## config.mk

```make
export PLATFORM = sky130hd
export DESIGN_NAME = mem_stage
export DESIGN_NICKNAME = d
export VERILOG_FILES = /design/src/rtl/mem_stage.sv
export SDC_FILE = /design/constraint.sdc
export NUM_CORES = 1
export LEC_CHECK = 0
export BUFFER_PORTS_ARGS = -buffer_cell sky130_fd_sc_hd__buf_4
export CAP_MARGIN = 25
export CORE_UTILIZATION = 30
export DETAILED_ROUTE_END_ITERATION = 8
export HOLD_SLACK_MARGIN = 0.06
export SKIP_LAST_GASP = 1
export SLEW_MARGIN = 25
export SYNTH_ARGS = -nofsm -noshare
export SYNTH_HDL_FRONTEND = slang
export SYNTH_SLANG_ARGS = --single-unit
```

## constraint.sdc

```tcl
create_clock -name clk -period 3.2 [get_ports clk]
set_input_delay 0.64 -clock clk [delete_from_list [all_inputs] [get_ports clk]]
set_output_delay 0.64 -clock clk [all_outputs]
set_load 0.01 [all_outputs]
```

## src/rtl/mem_stage.sv

```systemverilog
// mem_stage: memory-access stage between the ALU and the register file.
// Accepts one instruction per handshake. Non-memory ops write back one cycle
// later. Loads and stores hold the stage until the memory transaction ends.
module mem_stage (
  input  logic        clk,
  input  logic        n_reset,
  input  logic        valid_i,
  output logic        ready_o,
  input  logic [2:0]  mem_op_i,
  input  logic [31:0] result_i,
  input  logic [31:0] store_data_i,
  input  logic [4:0]  rd_addr_i,
  input  logic        wen_i,
  output logic        dmem_v_o,
  output logic        dmem_w_o,
  output logic [31:0] dmem_addr_o,
  output logic [31:0] dmem_data_o,
  output logic [3:0]  dmem_mask_o,
  input  logic        dmem_yumi_i,
  input  logic        dmem_v_i,
  input  logic [31:0] dmem_data_i,
  output logic        wb_v_o,
  output logic [4:0]  wb_addr_o,
  output logic [31:0] wb_data_o,
  output logic        misalign_o
);

  typedef enum logic [1:0] {IDLE, REQ, RESP, WB} state_t;

  localparam logic [2:0] OP_LW  = 3'd1;
  localparam logic [2:0] OP_LBU = 3'd2;
  localparam logic [2:0] OP_SW  = 3'd3;
  localparam logic [2:0] OP_SB  = 3'd4;

  state_t state_reg, state_next;

  // Latched per-transaction context; dmem_* outputs come straight from flops.
  logic        is_store_reg;
  logic        is_byte_reg;
  logic [1:0]  lane_reg;
  logic [4:0]  rd_reg;
  logic        dmem_v_reg, dmem_w_reg;
  logic [31:0] dmem_addr_reg, dmem_data_reg;
  logic [3:0]  dmem_mask_reg;
  logic        wb_v_reg, misalign_reg;
  logic [4:0]  wb_addr_reg;
  logic [31:0] wb_data_reg;

  // Handshake and op decode.
  logic accept;
  logic is_lw, is_lbu, is_sw, is_sb;
  logic lw_misaligned;
  logic start_mem;
  logic accept_none;

  assign ready_o       = (state_reg == IDLE);
  assign accept        = valid_i && ready_o;
  assign is_lw         = (mem_op_i == OP_LW);
  assign is_lbu        = (mem_op_i == OP_LBU);
  assign is_sw         = (mem_op_i == OP_SW);
  assign is_sb         = (mem_op_i == OP_SB);
  assign lw_misaligned = is_lw && (result_i[1:0] != 2'b00);
  assign start_mem     = accept && ((is_lw && !lw_misaligned) || is_lbu || is_sw || is_sb);
  assign accept_none   = accept && !(is_lw || is_lbu || is_sw || is_sb);

  // Byte-lane write enables for SB and byte-lane extraction for LBU.
  logic [3:0] sb_mask;
  logic [7:0] resp_lanes [4];

  for (genvar gi = 0; gi < 4; gi++) begin : g_lane
    assign sb_mask[gi]    = (result_i[1:0] == gi[1:0]);
    assign resp_lanes[gi] = dmem_data_i[8*gi +: 8];
  end

  logic [31:0] load_value;
  assign load_value = is_byte_reg ? {24'b0, resp_lanes[lane_reg]} : dmem_data_i;

  // State register.
  always_ff @(posedge clk or negedge n_reset) begin
    if (!n_reset) state_reg <= IDLE;
    else          state_reg <= state_next;
  end

  // Next-state decode; dmem_v_o is always high while in REQ, so yumi there is live.
  always_comb begin
    state_next = state_reg;
    case (state_reg)
      IDLE: if (start_mem) state_next = REQ;
      REQ:  if (dmem_yumi_i) state_next = is_store_reg ? IDLE : RESP;
      RESP: if (dmem_v_i) state_next = WB;
      WB:   state_next = IDLE;
      default: state_next = IDLE;
    endcase
  end

  // Transaction context and memory request outputs, loaded on accept.
  always_ff @(posedge clk or negedge n_reset) begin
    if (!n_reset) begin
      is_store_reg  <= 1'b0;
      is_byte_reg   <= 1'b0;
      lane_reg      <= 2'b00;
      rd_reg        <= 5'd0;
      dmem_v_reg    <= 1'b0;
      dmem_w_reg    <= 1'b0;
      dmem_addr_reg <= 32'd0;
      dmem_data_reg <= 32'd0;
      dmem_mask_reg <= 4'd0;
    end else if (start_mem) begin
      is_store_reg  <= is_sw || is_sb;
      is_byte_reg   <= is_lbu || is_sb;
      lane_reg      <= result_i[1:0];
      rd_reg        <= rd_addr_i;
      dmem_v_reg    <= 1'b1;
      dmem_w_reg    <= is_sw || is_sb;
      dmem_addr_reg <= {result_i[31:2], 2'b00};
      dmem_data_reg <= is_sw ? store_data_i :
                       is_sb ? {4{store_data_i[7:0]}} : 32'd0;
      dmem_mask_reg <= is_sw ? 4'b1111 : is_sb ? sb_mask : 4'b0000;
    end else if (state_reg == REQ && dmem_yumi_i) begin
      dmem_v_reg <= 1'b0;
    end
  end

  // Writeback beat and misalignment pulse.
  always_ff @(posedge clk or negedge n_reset) begin
    if (!n_reset) begin
      wb_v_reg     <= 1'b0;
      wb_addr_reg  <= 5'd0;
      wb_data_reg  <= 32'd0;
      misalign_reg <= 1'b0;
    end else begin
      wb_v_reg     <= 1'b0;
      misalign_reg <= accept && lw_misaligned;
      if (accept_none) begin
        wb_v_reg    <= wen_i;
        wb_addr_reg <= rd_addr_i;
        wb_data_reg <= result_i;
      end else if (state_reg == RESP && dmem_v_i) begin
        wb_v_reg    <= 1'b1;
        wb_addr_reg <= rd_reg;
        wb_data_reg <= load_value;
      end
    end
  end

  assign dmem_v_o    = dmem_v_reg;
  assign dmem_w_o    = dmem_w_reg;
  assign dmem_addr_o = dmem_addr_reg;
  assign dmem_data_o = dmem_data_reg;
  assign dmem_mask_o = dmem_mask_reg;
  assign wb_v_o      = wb_v_reg;
  assign wb_addr_o   = wb_addr_reg;
  assign wb_data_o   = wb_data_reg;
  assign misalign_o  = misalign_reg;

endmodule

```

# [Word-level counts from Yosys, hierarchy flattened]
# Index checks and enable logic that the tools add are counted.
[totals] reg_bits=117 out_inout_bits=110
[op_classes] eq_ne=13 magnitude_cmp=1 n_reduce_logical=24 bitwise=1 mux=21
[op_table] operator="32-bit two-way mux" n=5
[op_table] operator="8-bit binary-select mux with 2-bit select" n=1
[op_table] operator="8-bit two-way mux" n=2
[op_table] operator="5-bit two-way mux" n=2
[op_table] operator="2-bit equality test, second input constant" n=4
[op_table] operator="1-bit logical AND" n=8
[op_table] operator="1-bit logical OR" n=8
[op_table] operator="2-bit two-way mux" n=4
[op_table] operator="4-bit two-way mux" n=2
[op_table] operator="2-bit one-hot mux with 4 select lines" n=1
[op_table] operator="3-bit by 2-bit equality test with 1-bit output, second input constant" n=2
[op_table] operator="2-bit nonzero test" n=3
[op_table] operator="2-bit by 1-bit equality test with 1-bit output, second input constant" n=2
[op_table] operator="2-bit zero test" n=2
[op_table] operator="1-bit two-way mux" n=4
[op_table] operator="2-bit != test, second input constant" n=2
[op_table] operator="3-bit by 1-bit equality test with 1-bit output, second input constant" n=1
[op_table] operator="3-bit equality test, second input constant" n=1
[op_table] operator="3-bit greater-or-equal comparator, second input constant" n=1
[op_table] operator="2-bit NOT with 3-bit output" n=1
[op_table] operator="3-bit AND reduction" n=1
[op_table] operator="1-bit zero test" n=2
[op_table] operator="2-bit by 1-bit != test with 1-bit output, second input constant" n=1

# [Logic depth before layout (Yosys ltp)]
# Gate-level depths: netlist of run 1.
[depth] depth_word=10 depth_mapped=7 depth_no_buf=4

# [Worst setup path after synthesis of run 1]
# No wires, ideal clock.
[synth_timing] path_type="in2reg" from="in mem_op_i[1]" to="reg dmem_addr_reg[27] (netlist: dmem_addr_o[27])" arrival_ns=1.920 path_slack_ns=1.155 setup_ns=0.125 path_stages=6 n_path_buf=3 path_cell_list="buf_2 > nor2b_1 > o31ai_1 > buf_2 > buf_2 > mux2_2"
[synth_via] elab_chain_cells=8 elab_cells_between_ends=11
[synth_rtl] element="start: declaration" line_no="9" source="input logic [2:0] mem_op_i,"
[synth_rtl] element="3-bit by 1-bit equality test with 1-bit output" line_no="58" source="assign is_lw = (mem_op_i == OP_LW);"
[synth_rtl] element="1-bit logical AND" line_no="62" source="assign lw_misaligned = is_lw && (result_i[1:0] != 2'b00);"
[synth_rtl] element="1-bit zero test" line_no="63" source="assign start_mem = accept && ((is_lw && !lw_misaligned) || is_lbu || is_sw || is_sb);"
[synth_rtl] element="1-bit logical AND" line_no="63"
[synth_rtl] element="1-bit logical OR (2 in a row)" line_no="63"
[synth_rtl] element="1-bit logical OR (*)" line_no="63"
[synth_rtl] element="1-bit logical AND (*)" line_no="63"
[synth_rtl] element="end signal: assignment" line_no="115" source="dmem_addr_reg <= {result_i[31:2], 2'b00};"
[synth_rtl] element="end: declaration" line_no="43" source="logic [31:0] dmem_addr_reg, dmem_data_reg;"
# Every way passes the cells marked *; elsewhere a longest branch is shown, timed or not.
# A chain may end at the register's enable or synchronous reset.

# [Worst setup path after layout of run 1]
[layout_timing] from="reg state_reg[0]" to="reg wb_data_reg[30] (netlist: wb_data_o[30])"
[layout_via] elab_chain_cells=4 elab_cells_between_ends=7
[layout_rtl] element="start: declaration" line_no="35" source="state_t state_reg, state_next;"
[layout_rtl] element="start signal: assignment" line_no="81" source="else state_reg <= state_next;"
[layout_rtl] element="2-bit zero test" line_no="56" source="assign ready_o = (state_reg == IDLE);"
[layout_rtl] element="1-bit logical AND" line_no="57" source="assign accept = valid_i && ready_o;"
[layout_rtl] element="1-bit logical AND" line_no="64" source="assign accept_none = accept && !(is_lw || is_lbu || is_sw || is_sb);"
[layout_rtl] element="32-bit two-way mux / 2-bit nonzero test (equally long branches)"
[layout_rtl] element="end signal: assignment" line_no="137" source="wb_data_reg <= result_i;"
[layout_rtl] element="end signal: assignment" line_no="141" source="wb_data_reg <= load_value;"
[layout_rtl] element="end: declaration" line_no="47" source="logic [31:0] wb_data_reg;"
# Parallel ways exist; a longest one is shown, timed or not.

==> results.toml, run 1 <==
[run_status]
status = "completed"

[routing]
drc = 0
drtPass1Iterations = 8
vias = 4463
avgViaCountPerCell = 5.077
wl_um = 16370
final_antenna_net_count = 0
drtIter0Drc = 193
wl_per_cell_um = 18.63

[cells_and_area]
multi_input_area_um2 = 2048
syn2layout_area_growth_pct = 48.19
final_common_cell = "buf_4"
fillers = 1574
diodes = 0
nNetsFinal = 757
fin_util_pct = 45.96
layout-drive-gt1-share_pct = 45.22
design_area_um2 = 7676
layout_common_cells = "buf_4 (224), dfrtp_1 (117), o21ai_0 (42)"
layout.cells.non_filler = 879
seqCellArea_um2 = 2928

[setup_path]
worstPathArrival_ps = 2430
required_ps = 3550
rrSetupSlack_ps = 1110
reg2reg_from = "state_reg[0]$_DFFE_PN0P_"
crit_fanout = 41
worstSetupStartpointType = "flip-flop"
end_kind = "flip-flop"
rr_worst_depth = 5
crit_type = "reg2reg"
worstReg2RegEnd = "wb_data_o[30]$_DFFE_PN0P_"

[clock_tree]
cts_buffers = 17
htreeDepth = 4
cts_setup_buffers = 0
max-clock-path-buffers = 2
ctsResizeCount = 0
clk_latency_ps = 420
cts_tree = "built"
hold_buffers = 0
clkTransAtPathRegs_ps = 50
clock-sinks = 117
clk_root_buffer_cell = "clkbuf_16"

[global_route]
grtUsageTotal_pct = 19.05
antenna_found_initial = 0
grt_pass1_wl_um = 25960
grt_max_degree = 62
grt_pass1_vias = 4577
overflow = 0

[timing]
finalSetupViolCount = 0
tns_ps = 0
timing.fmax_mhz = 479.4
post-route-period-util_pct = 65.18
fin_crit_ps = 2086
whs_ps = 285.6
hold_violations = 0
clock_skew_ps = 12.05
worstMarginPinSlew_ps = 743.1
slew_headroom_pct = 50.46
grt_setup_unrepaired = "no"
drv_slew = 0

[die]
die_h_um = 133.4
fp.dieW_um = 133.4
initial_core_util_pct = 31.02
ios = 220
row_count = 47
design.core.area_um2 = 16700
die_area_um2 = 17800

[yosys]
syn_area_per_cell_um2 = 11.72
ys_ff_latch = 117
synth.yosys.warnings = 0
yosysUniqueCellTypes = 40
netlist_instances = 442
synth_area_um2 = 5180
seq_area_frac_synth_pct = 56.52

[pwr]
max-vdd-ir-drop_mv = 0.3605
power_density_nw_per_um2 = 924.1
p_leak_uw = 0.003822

[placement]
gp_congestion = 0.8207
io_buffers = 217
place_area_um2 = 7018
dp.final_hpwl_um = 11980
place_inst = 848

[flow_run]
drv_cap = 0

[hold_path]
min_path_type = "in2async"
[how the worst max path moves through the flow]
stage	cells after the start	slack, ps	from	to
after floorplan	6	1160	mem_op_i[1]	dmem_addr_o[27]$_DFFE_PN0P_
final	5	1110	state_reg[0]$_DFFE_PN0P_	wb_data_o[30]$_DFFE_PN0P_
after CTS	5	1130	state_reg[0]$_DFFE_PN0P_	wb_data_o[30]$_DFFE_PN0P_
after global placement	5	920	mem_op_i[2]	rd_reg[1]$_DFFE_PN0P_
after global routing	5	1010	state_reg[0]$_DFFE_PN0P_	wb_data_o[11]$_DFFE_PN0P_
after detailed placement	6	880	valid_i	wb_data_o[30]$_DFFE_PN0P_
[area by class of cell]
cell class,instances,share of cell area (%)
Multi-Input combinational cell,276,26.68
Timing Repair Buffer,227,22.69
Clock buffer,24,6.667
Sequential cell,117,38.14
Inverter,8,0.3912
Tap cell,220,3.586
Clock inverter,7,1.842
[routing by layer]
layer	track usage, %	part of all wire, %	wire, um	vias up
li1	-	-	-	2047
met4	6.818	1.3	212	0
met3	6.126	8.7	1431	14
met1	24.57	43	6963	2183
met5	0	0	0	-
met2	29.92	47	7767	219
[critical path, cell delays in order, from the launching register on]
cell     delay (ps)
dfrtp_1         450
or3b_1          550
a21oi_4         210
buf_4           450
a22o_1          230
a21o_1           90
[power breakdown]
| group | switching [uW] | internal, uW |
|---|---|---|
| Sequential | 442 | 2100 |
| Clock | 663 | 1420 |
| Combinational | 1100 | 1370 |
| Total | 2200 | 4890 |
[synthesized netlist by cell type]
library cell,count,share of area (%)
inv_1,8,0.58
nor2_1,5,0.36
conb_1,1,0.072
o211ai_1,1,0.14
a21o_1,31,4.5
nand2b_1,4,0.48
nor4_1,1,0.12
clkbuf_1,18,1.3
o21a_1,1,0.14
o311a_1,3,0.58
nand3_1,1,0.097
nor4b_1,1,0.17
or3b_1,1,0.17
o31a_1,1,0.17
buf_1,2,0.14
a221o_1,9,1.7
buf_2,16,1.5
o22ai_1,1,0.12
o2bb2ai_1,4,0.68
nor2b_1,3,0.36
a31oi_1,6,0.72
o21ai_0,42,4.1
buf_6,1,0.22
dfrtp_1,117,57
o31ai_1,2,0.29
buf_4,5,0.72
a22o_1,35,5.9
a21oi_1,8,0.77
o221ai_1,1,0.17
and3b_1,2,0.34
a22oi_1,24,3.5
mux2_2,35,7.6
nand2_1,34,2.5
nor3b_1,5,0.72
nor3_1,1,0.097
nor2_2,1,0.12
nand4bb_1,1,0.22
or3_4,1,0.22
a21oi_4,1,0.31
mux2i_1,8,1.5
[through the flow]
stage | worst slack [ps] | total power (uW)
final | 1114 | 7094
after floorplan | 1155 | 3668
after detailed placement | 879.6 | 5061
after CTS | 1128 | 7176
after global routing | 1007 | 7508
after global placement | 917.9 | 4990
[logic make-up after synthesis]
family | count (synthesis) | synth area share (%)
AO/OA/AOI/OAI | 170 | 23.79
multiplexers | 43 | 9.155
flip-flops | 117 | 56.52
other | 1 | 0.07239
buffers and inverters | 50 | 4.517
AND/OR/NAND/NOR | 61 | 5.942
Power figures use the tool's default switching activity.
==> run 2, diff against run 1 <==
clock period = 2 ns   (was 3.2 ns; I/O delays follow)
==> run 2 against run 1 <==
Against the previous run: non-clock buffer count is 15 higher; clock power is 84% higher; cell count is 1.8% higher; critical path depth stayed put; register-to-register slack worse by 1000 ps.
==> results.toml, run 2 (synthesis gave the netlist of run 1 again) <==
[clock_tree]
clkTransAtPathRegs_ps = 60
clk_root_buffer_cell = "clkbuf_16"
cts_setup_buffers = 0
max-clock-path-buffers = 2
clock-sinks = 117
clk_latency_ps = 410
cts_tree = "built"
htreeDepth = 4
cts_buffers = 17

[routing]
vias = 4588
drtIter0Drc = 213
drc = 0
avgViaCountPerCell = 5.126
drtPass1Iterations = 5
wl_per_cell_um = 18.76
final_antenna_net_count = 0
wl_um = 16790

[pwr]
max-vdd-ir-drop_mv = 0.6290
p_leak_uw = 0.003940
power_density_nw_per_um2 = 1513
p_total_uw = 11930

[run_status]
status = "completed"

[cells_and_area]
layout_common_cells = "buf_4 (237), dfrtp_1 (117), o21ai_0 (42)"
final_common_cell = "buf_4"
layout-drive-gt1-share_pct = 46.37
fin_util_pct = 47.23
fillers = 1583
seqCellArea_um2 = 2928
syn2layout_area_growth_pct = 52.27
diodes = 0
design_area_um2 = 7888
multi_input_area_um2 = 2053
nNetsFinal = 772

[placement]
dp.final_hpwl_um = 12180
place_area_um2 = 7136
io_buffers = 217
gp_congestion = 0.8126

[global_route]
grt_pass1_wl_um = 26590
antenna_found_initial = 0
grt_pass1_vias = 4827
overflow = 0
grtUsageTotal_pct = 19.40
grt_max_degree = 69

[die]
design.core.area_um2 = 16700
row_count = 47
die_area_um2 = 17800
die_h_um = 133.4
initial_core_util_pct = 31.02
fp.dieW_um = 133.4
ios = 220

[timing]
clock_skew_ps = 9.376
slew_headroom_pct = 61.79
tns_ps = 0
drv_slew = 0
timing.fmax_mhz = 525.0
post-route-period-util_pct = 95.24
fin_crit_ps = 1905
whs_ps = 192.4
hold_violations = 0
grt_setup_unrepaired = "no"
finalSetupViolCount = 0
worstMarginPinSlew_ps = 565.1

[setup_path]
end_kind = "flip-flop"
cp.depth = 5
critPathSlowestCell = "or3b_1"
rr_worst_depth = 5
crit_fanout = 41
worstPathArrival_ps = 2250
crit_family = "compound AO/OA/AOI/OAI gates"
rrSetupSlack_ps = 100
worstReg2RegEnd = "wb_data_o[11]$_DFFE_PN0P_"
crit_buf_inv = 1
max_stage_delay_ps = 450
worstSetupStartpointType = "flip-flop"
crit_chain = "or3b_1, a21oi_4, buf_4, a22o_1, a21o_1"
required_ps = 2350
worstSetupEndpoint = "wb_data_o[11]$_DFFE_PN0P_"
crit_type = "reg2reg"

[hold_path]
min_path_type = "in2reg"
holdPathStages = 2

[flow_run]
drv_cap = 0
run 2: final cells by class:
class                           count  share of cell area [%]
Inverter                            8                  0.3807
Timing Repair Buffer              242                   23.70
Clock inverter                     14                   3.839
Tap cell                          220                   3.490
Multi-Input combinational cell    276                   26.03
Clock buffer                       18                   5.441
Sequential cell                   117                   37.12
run 2: metrics by stage:
stage          std cells  setup slack (ps)
4_1_cts              895             16.86
5_1_grt              895             18.17
3_5_place_dp         862            -191.1
2_1_floorplan        443             195.4
6_report             895             95.18
3_3_place_gp         862            -156.6
run 2: how the worst min path moves through the flow:
stage / start / end
floorplan: n_reset / async pin
global placement: n_reset / dmem_v_o$_DFFE_PN0P_
detailed placement: n_reset / dmem_v_o$_DFFE_PN0P_
CTS: wen_i / wb_v_o$_DFF_PN0_
global route: wen_i / wb_v_o$_DFF_PN0_
finish: wen_i / wb_v_o$_DFF_PN0_
run 2: timing repair:
| item | in CTS | in global routing |
|---|---|---|
| endpoints found under the setup margin | 0 | 21 |
| gates resized for setup | 0 | 2 |
| endpoints found under the hold margin | 117 | 0 |
| hold buffers | 1 | 0 |
run 2: where the power goes:
part           switching [uW]  leakage, uW  internal (uW)
clock                    1130     0.000358           2710
sequential                630      0.00147           3360
combinational            1840      0.00212           2250
run 2: metal layers:
layer,GRT usage (%),wire (um)
met1,24.09,6976
met2,31.37,8014
met4,6.629,337
met5,0,0
met3,6.697,1462
